`config.mk`:
```
export PLATFORM = sky130hd
export DESIGN_NAME = mem_access_stage
export DESIGN_NICKNAME = d
export VERILOG_FILES = /design/src/rtl/mem_access_stage.sv
export SDC_FILE = /design/constraint.sdc
export NUM_CORES = 1
export LEC_CHECK = 0
export CAP_MARGIN = 20
export CORE_AREA = 2 2 141 143
export DETAILED_ROUTE_END_ITERATION = 12
export DIE_AREA = 0 0 143 145
export HOLD_SLACK_MARGIN = 0.12
export MAX_ROUTING_LAYER = met4
export PLACE_DENSITY = 0.75
export SETUP_SLACK_MARGIN = 0.2
export SYNTH_ARGS = -nofsm -noshare
export SYNTH_HDL_FRONTEND = slang
export SYNTH_SLANG_ARGS = --single-unit
```
`constraint.sdc`:
```
create_clock -name clock -period 4.3 [get_ports clock]
set_input_delay 0.86 -clock clock [delete_from_list [all_inputs] [get_ports clock]]
set_output_delay 0.86 -clock clock [all_outputs]
set_load 0.1 [all_outputs]
```
`src/rtl/mem_access_stage.sv`:
```
// Memory-access pipeline stage: issues data-memory requests, stalls the front end while an access
// is outstanding, and hands results to MEM/WB. Define MEM_TIMEOUT_EN to enable the access timeout.
module mem_access_stage #(
  parameter int unsigned TIMEOUT_CYCLES = 16
) (
  input  logic        clock,
  input  logic        clear,
  input  logic        valid_IN,
  input  logic [31:0] Next_Instruct_IN,
  input  logic [31:0] operator2_IN,
  input  logic [31:0] Result_ULA_Jump_IN,
  input  logic [31:0] Result_ULA_Operator_IN,
  input  logic        Flag_ULA_IN,
  input  logic        MemRead_IN,
  input  logic        MemWrite_IN,
  input  logic        Branch_IN,
  output logic        mem_req,
  output logic        mem_we,
  output logic [31:0] mem_addr,
  output logic [31:0] mem_wdata,
  input  logic [31:0] mem_rdata,
  input  logic        mem_ack,
  output logic        stall,
  output logic        PC_Src_OUT,
  output logic [31:0] Branch_Target_OUT,
  output logic        valid_OUT,
  output logic [31:0] Read_Data_OUT,
  output logic [31:0] Result_ULA_Operator_OUT,
  output logic [31:0] Next_Instruct_OUT,
  output logic        mem_error
);

  typedef enum logic [1:0] {StIdle, StAccess, StDone} state_e;

  state_e      state_q, state_d;
  logic [31:0] addr_q, wdata_q, pc4_q, result_q, br_target_q, read_data_q;
  logic        we_q, valid_out_q, pc_src_q;
  logic        mem_op, accept_mem, in_access, timeout;

  assign mem_op     = MemRead_IN | MemWrite_IN;
  assign accept_mem = (state_q == StIdle) & valid_IN & mem_op;
  assign in_access  = (state_q == StAccess);

`ifdef MEM_TIMEOUT_EN
  localparam int unsigned CntW = $clog2(TIMEOUT_CYCLES + 1);

  logic [CntW-1:0] cnt_q;
  logic            mem_error_q;

  // cnt_q holds the number of ACCESS cycles already spent; an ack in the last one still wins.
  assign timeout = in_access & ~mem_ack & (cnt_q == CntW'(TIMEOUT_CYCLES - 1));

  always_ff @(posedge clock or negedge clear) begin
    if (!clear) begin
      cnt_q       <= '0;
      mem_error_q <= 1'b0;
    end else begin
      cnt_q       <= in_access ? cnt_q + 1'b1 : '0;
      mem_error_q <= timeout;
    end
  end

  assign mem_error = mem_error_q;
`else
  logic unused_timeout_cfg;

  assign unused_timeout_cfg = ^TIMEOUT_CYCLES;
  assign timeout            = 1'b0;
  assign mem_error          = 1'b0;
`endif

  always_comb begin
    state_d = state_q;
    unique case (state_q)
      StIdle:   if (accept_mem) state_d = StAccess;
      StAccess: if (mem_ack || timeout) state_d = StDone;
      StDone:   state_d = StIdle;
      default:  state_d = StIdle;
    endcase
  end

  always_ff @(posedge clock or negedge clear) begin
    if (!clear) begin
      state_q <= StIdle;
    end else begin
      state_q <= state_d;
    end
  end

  always_ff @(posedge clock or negedge clear) begin
    if (!clear) begin
      addr_q      <= '0;
      wdata_q     <= '0;
      we_q        <= 1'b0;
      pc4_q       <= '0;
      result_q    <= '0;
      br_target_q <= '0;
      read_data_q <= '0;
      valid_out_q <= 1'b0;
      pc_src_q    <= 1'b0;
    end else begin
      valid_out_q <= 1'b0;
      pc_src_q    <= 1'b0;
      // Only IDLE acceptance evaluates an instruction, so a stalled one is never seen twice.
      if (state_q == StIdle && valid_IN) begin
        pc4_q       <= Next_Instruct_IN;
        result_q    <= Result_ULA_Operator_IN;
        br_target_q <= Result_ULA_Jump_IN;
        pc_src_q    <= Branch_IN & Flag_ULA_IN;
        if (mem_op) begin
          addr_q  <= {Result_ULA_Operator_IN[31:2], 2'b00};
          wdata_q <= operator2_IN;
          we_q    <= MemWrite_IN;
        end else begin
          read_data_q <= '0;
          valid_out_q <= 1'b1;
        end
      end
      if (in_access && (mem_ack || timeout)) begin
        read_data_q <= (mem_ack && !we_q) ? mem_rdata : '0;
        valid_out_q <= 1'b1;
      end
    end
  end

  assign mem_req                 = in_access;
  assign mem_we                  = in_access & we_q;
  assign mem_addr                = addr_q;
  assign mem_wdata               = wdata_q;
  // Gated by clear so the front end is released the moment reset is asserted.
  assign stall                   = clear & (accept_mem | in_access);
  assign PC_Src_OUT              = pc_src_q;
  assign Branch_Target_OUT       = br_target_q;
  assign valid_OUT               = valid_out_q;
  assign Read_Data_OUT           = read_data_q;
  assign Result_ULA_Operator_OUT = result_q;
  assign Next_Instruct_OUT       = pc4_q;

endmodule

```
==> impl_metrics.sql <==
INSERT INTO impl_metrics (metric_group, metric, value, unit) VALUES
('status', 'status', 'finished, final reports clean', ''),
('synth', 'synth_area_per_cell', '16.8', 'um2'),
('timing', 'final_period_utilization', '77.0', '%'),
('worst_setup_path', 'critPathCaptureType', 'output pin', ''),
('die', 'ioPinCount', '366', ''),
('placement', 'routabilityCongestion', '0.770', ''),
('global_route', 'grt_pass1_vias', '5627', ''),
('synth', 'yosysWarnings', '0', ''),
('synth', 'synth-async-reset-ratio', '100', '%'),
('worst_setup_path', 'worst-setup-path-type', 'reg -> out', ''),
('clock_tree', 'tritoncts', 'yes', ''),
('synth', 'yosysUniqueCellTypes', '21', ''),
('placement', 'port-buffer-count', '362', ''),
('synth', 'synth_seq_area_share', '67.7', '%'),
('die', 'num_rows', '51', ''),
('placement', 'hpwlAfterDp', '15.2', 'mm'),
('timing', 'finalWorstPathRequiredPeriod', '3310', 'ps'),
('worst_setup_path', 'worstSetupStartpointType', 'register', ''),
('global_route', 'grt_first_pass_wirelength', '31.1', 'mm'),
('worst_setup_path', 'worstPathBufferInverterCount', '1', ''),
('die', 'start_util', '37.5', '%'),
('worst_setup_path', 'crit_fanout', '5', ''),
('clock_tree', 'htreeDepth', '4', ''),
('worst_setup_path', 'arrival', '2450', 'ps'),
('clock_tree', 'clkLatencyLatePin', '430', 'ps'),
('timing', 'timing.final.setup_violations', '0', ''),
('synth', 'synth_cells', '429', ''),
('worst_setup_path', 'critical_path.reg2reg.startpoint', 'state_q[0]', ''),
('routing', 'route.vias.total', '5071', ''),
('synth', 'synth-seq-cells', '195', ''),
('cells_and_area', 'areaGrowthSynthToFinish', '62.4', '%'),
('synth', 'synth_edf_count', '0', ''),
('timing', 'hold_violations', '0', ''),
('clock_tree', 'post_cts.repair.setup_buffers', '0', ''),
('die', 'dieWidth', '143', 'um'),
('routing', 'number_of_design_rule_violations_left_after_detail_routing', '0', ''),
('routing', 'dr.pass1.iters', '4', ''),
('timing', 'grt_setup_unrepaired', 'no', ''),
('routing', 'dr.first_iter.drc_count', '173', ''),
('worst_setup_path', 'worst-endpoint-required', '3440', 'ps'),
('worst_setup_path', 'worst_path_max_delay_cell', 'sky130_fd_sc_hd__clkdlybuf4s50_1', ''),
('routing', 'routed_wirelength', '20.4', 'mm'),
('cells_and_area', 'final-instance-count-excl-fill', '1070', ''),
('routing', 'vias_cell', '4.74', ''),
('timing', 'slew-limit-headroom', '27.5', '%'),
('die', 'floorplan.core_area', '19200', 'um2'),
('global_route', 'grt_start_max_net_pins', '100', ''),
('global_route', 'grt_usage', '20.2', '%'),
('timing', 'max_slew_violation_total_from_the_final_report', '0', ''),
('cells_and_area', 'layout.core_utilization', '60.9', '%'),
('worst_setup_path', 'critical_path.top_delay_family', 'buffers and inverters', ''),
('timing', 'final.setup.tns', '0', 'ps'),
('worst_setup_path', 'worst-r2r-cell-count', '5', ''),
('cells_and_area', 'final_layout_size_suffix_gt1_share', '25.0', '%'),
('placement', 'place_inst', '1037', ''),
('die', 'die_area', '20700', 'um2'),
('min_path', 'timing.hold.worst.class', 'in -> async', ''),
('clock_tree', 'tritoncts_num_sinks', '195', ''),
('worst_setup_path', 'critical_path.reg2reg.endpoint', 'mem_wdata[8]', ''),
('routing', 'wl_per_cell', '19.1', 'um'),
('timing', 'timing_worst_slew_pin_value', '1090', 'ps'),
('worst_setup_path', 'max_stage_delay', '1150', 'ps'),
('clock_tree', 'cts_root_buffer', 'sky130_fd_sc_hd__clkbuf_16', ''),
('worst_setup_path', 'internal_reg_to_reg_setup_slack', '1880', 'ps'),
('routing', 'number_of_nets_still_failing_antenna_checks_after_routing', '0', ''),
('cells_and_area', 'fin_nets', '960', ''),
('placement', 'dp_slack', '909', 'ps'),
('global_route', 'grt_remaining_overflow', '0', ''),
('timing', 'max_freq', '0.302', 'GHz'),
('worst_setup_path', 'crit_path_cell_trace', 'nor2b_1, and2_1, clkdlybuf4s50_1', ''),
('timing', 'timing.clock.skew', '13.3', 'ps'),
('cells_and_area', 'antenna_cells', '0', ''),
('clock_tree', 'post_cts.resized_instances', '0', ''),
('run', 'timing.max_cap.violations', '0', ''),
('synth', 'syn-cell-area', '7210', 'um2'),
('clock_tree', 'cts_hold_repair.buffers', '0', ''),
('clock_tree', 'clockBufferDepth', '2', ''),
('synth', 'synth_ff_type', 'sky130_fd_sc_hd__dfrtp_1', ''),
('global_route', 'antenna_found_initial', '0', ''),
('clock_tree', 'cts_buffers', '17', ''),
('timing', 'post-route-worst-setup-slack', '987', 'ps'),
('clock_tree', 'path_clk_slew', '70', 'ps'),
('die', 'chipHeight', '145', 'um');
## cell usage after synthesis, types with 2 or more instances
| library cell | n | area share, % |
|---|---|---|
| sky130_fd_sc_hd__a22o_1 | 33 | 4.0 |
| sky130_fd_sc_hd__and2_1 | 2 | 0.17 |
| sky130_fd_sc_hd__inv_1 | 2 | 0.10 |
| sky130_fd_sc_hd__buf_4 | 3 | 0.31 |
| sky130_fd_sc_hd__buf_6 | 3 | 0.47 |
| sky130_fd_sc_hd__dfrtp_1 | 195 | 68 |
| sky130_fd_sc_hd__buf_2 | 20 | 1.4 |
| sky130_fd_sc_hd__mux2_2 | 158 | 25 |
## worst register-to-register path, cell delays in order, from the launching register on
cell	delay (ps)
sky130_fd_sc_hd__dfrtp_1	420
sky130_fd_sc_hd__nor3b_2	350
sky130_fd_sc_hd__buf_12	490
sky130_fd_sc_hd__o21a_1	250
sky130_fd_sc_hd__buf_4	380
sky130_fd_sc_hd__mux2_2	420
## registers in the layout (all words and copies together) (netlist names)
| register | cells |
|---|---|
| Branch_Target_OUT | 32 |
| Next_Instruct_OUT | 32 |
| PC_Src_OUT | 1 |
| Read_Data_OUT | 32 |
| Result_ULA_Operator_OUT | 32 |
| mem_addr | 30 |
| mem_wdata | 32 |
| state_q | 2 |
| valid_OUT | 1 |
| we_q | 1 |
## cell type report
class	count	area, um2
clock buffer	19	443
clock inverter	13	143
fill	1462	7510
inverter	2	7.51
multi-input combinational	207	2190
sequential	195	4880
tap	265	332
timing repair buffer	369	3710
## layer usage
layer,GRT usage [%],wire length [um]
met5,-,0
met4,6.63,399
met3,7.03,1750
met2,34.4,10500
met1,22.1,7710
## cells by family (layout without fill, tap and decap cells)
| kind of cell | after synthesis | count (layout) | synth area share, % |
|---|---|---|---|
| multiplexers | 158 | 158 | 24.7 |
| AND/OR/NAND/NOR | 8 | 8 | 0.764 |
| AO/OA/AOI/OAI | 38 | 38 | 4.46 |
| other | 1 | 3 | 0.0520 |
| buffers and inverters | 29 | 403 | 2.33 |
| flip-flops | 195 | 195 | 67.7 |
## cells in the final DEF, fill, tap and decap left out
master / count
sky130_fd_sc_hd__clkdlybuf4s50_1: 360
sky130_fd_sc_hd__dfrtp_1: 195
sky130_fd_sc_hd__mux2_2: 158
sky130_fd_sc_hd__a22o_1: 33
sky130_fd_sc_hd__clkbuf_16: 17
sky130_fd_sc_hd__clkinv_4: 5
sky130_fd_sc_hd__buf_4: 5
sky130_fd_sc_hd__inv_8: 4
sky130_fd_sc_hd__conb_1: 3
sky130_fd_sc_hd__and2_1: 2
sky130_fd_sc_hd__inv_1: 2
sky130_fd_sc_hd__clkinvlp_4: 2
sky130_fd_sc_hd__clkbuf_8: 2
sky130_fd_sc_hd__buf_12: 2
sky130_fd_sc_hd__nor2b_1: 1
sky130_fd_sc_hd__nor3b_2: 1
sky130_fd_sc_hd__o21ai_4: 1
sky130_fd_sc_hd__a21boi_2: 1
sky130_fd_sc_hd__or4b_1: 1
sky130_fd_sc_hd__nand2_1: 1
sky130_fd_sc_hd__a21o_1: 1
sky130_fd_sc_hd__and3_1: 1
sky130_fd_sc_hd__o21a_1: 1
sky130_fd_sc_hd__and3b_1: 1
sky130_fd_sc_hd__o21ai_0: 1
sky130_fd_sc_hd__clkbuf_1: 1
sky130_fd_sc_hd__inv_6: 1
sky130_fd_sc_hd__bufinv_16: 1
sky130_fd_sc_hd__buf_8: 1
## worst max path at each step
stage / start / end / slack (ps) / cells after the start
detailed placement: valid_IN / mem_wdata[25] / 910 / 6
global placement: valid_IN / mem_wdata[5] / 1010 / 6
CTS: state_q[0] / mem_we / 970 / 3
floorplan: state_q[1] / stall / 470 / 3
finish: state_q[0] / mem_we / 990 / 3
global route: state_q[0] / mem_we / 900 / 3
## stage by stage
stage	hold WS, ps	cell area, um2
floorplan	472	7220
global placement	487	11100
detailed placement	490	11100
CTS	308	11700
global route	307	11700
finish	322	11700
Power is left out: the tool's default activity adds up to more than one toggle a clock period on the data nets, which glitch-free logic cannot reach.
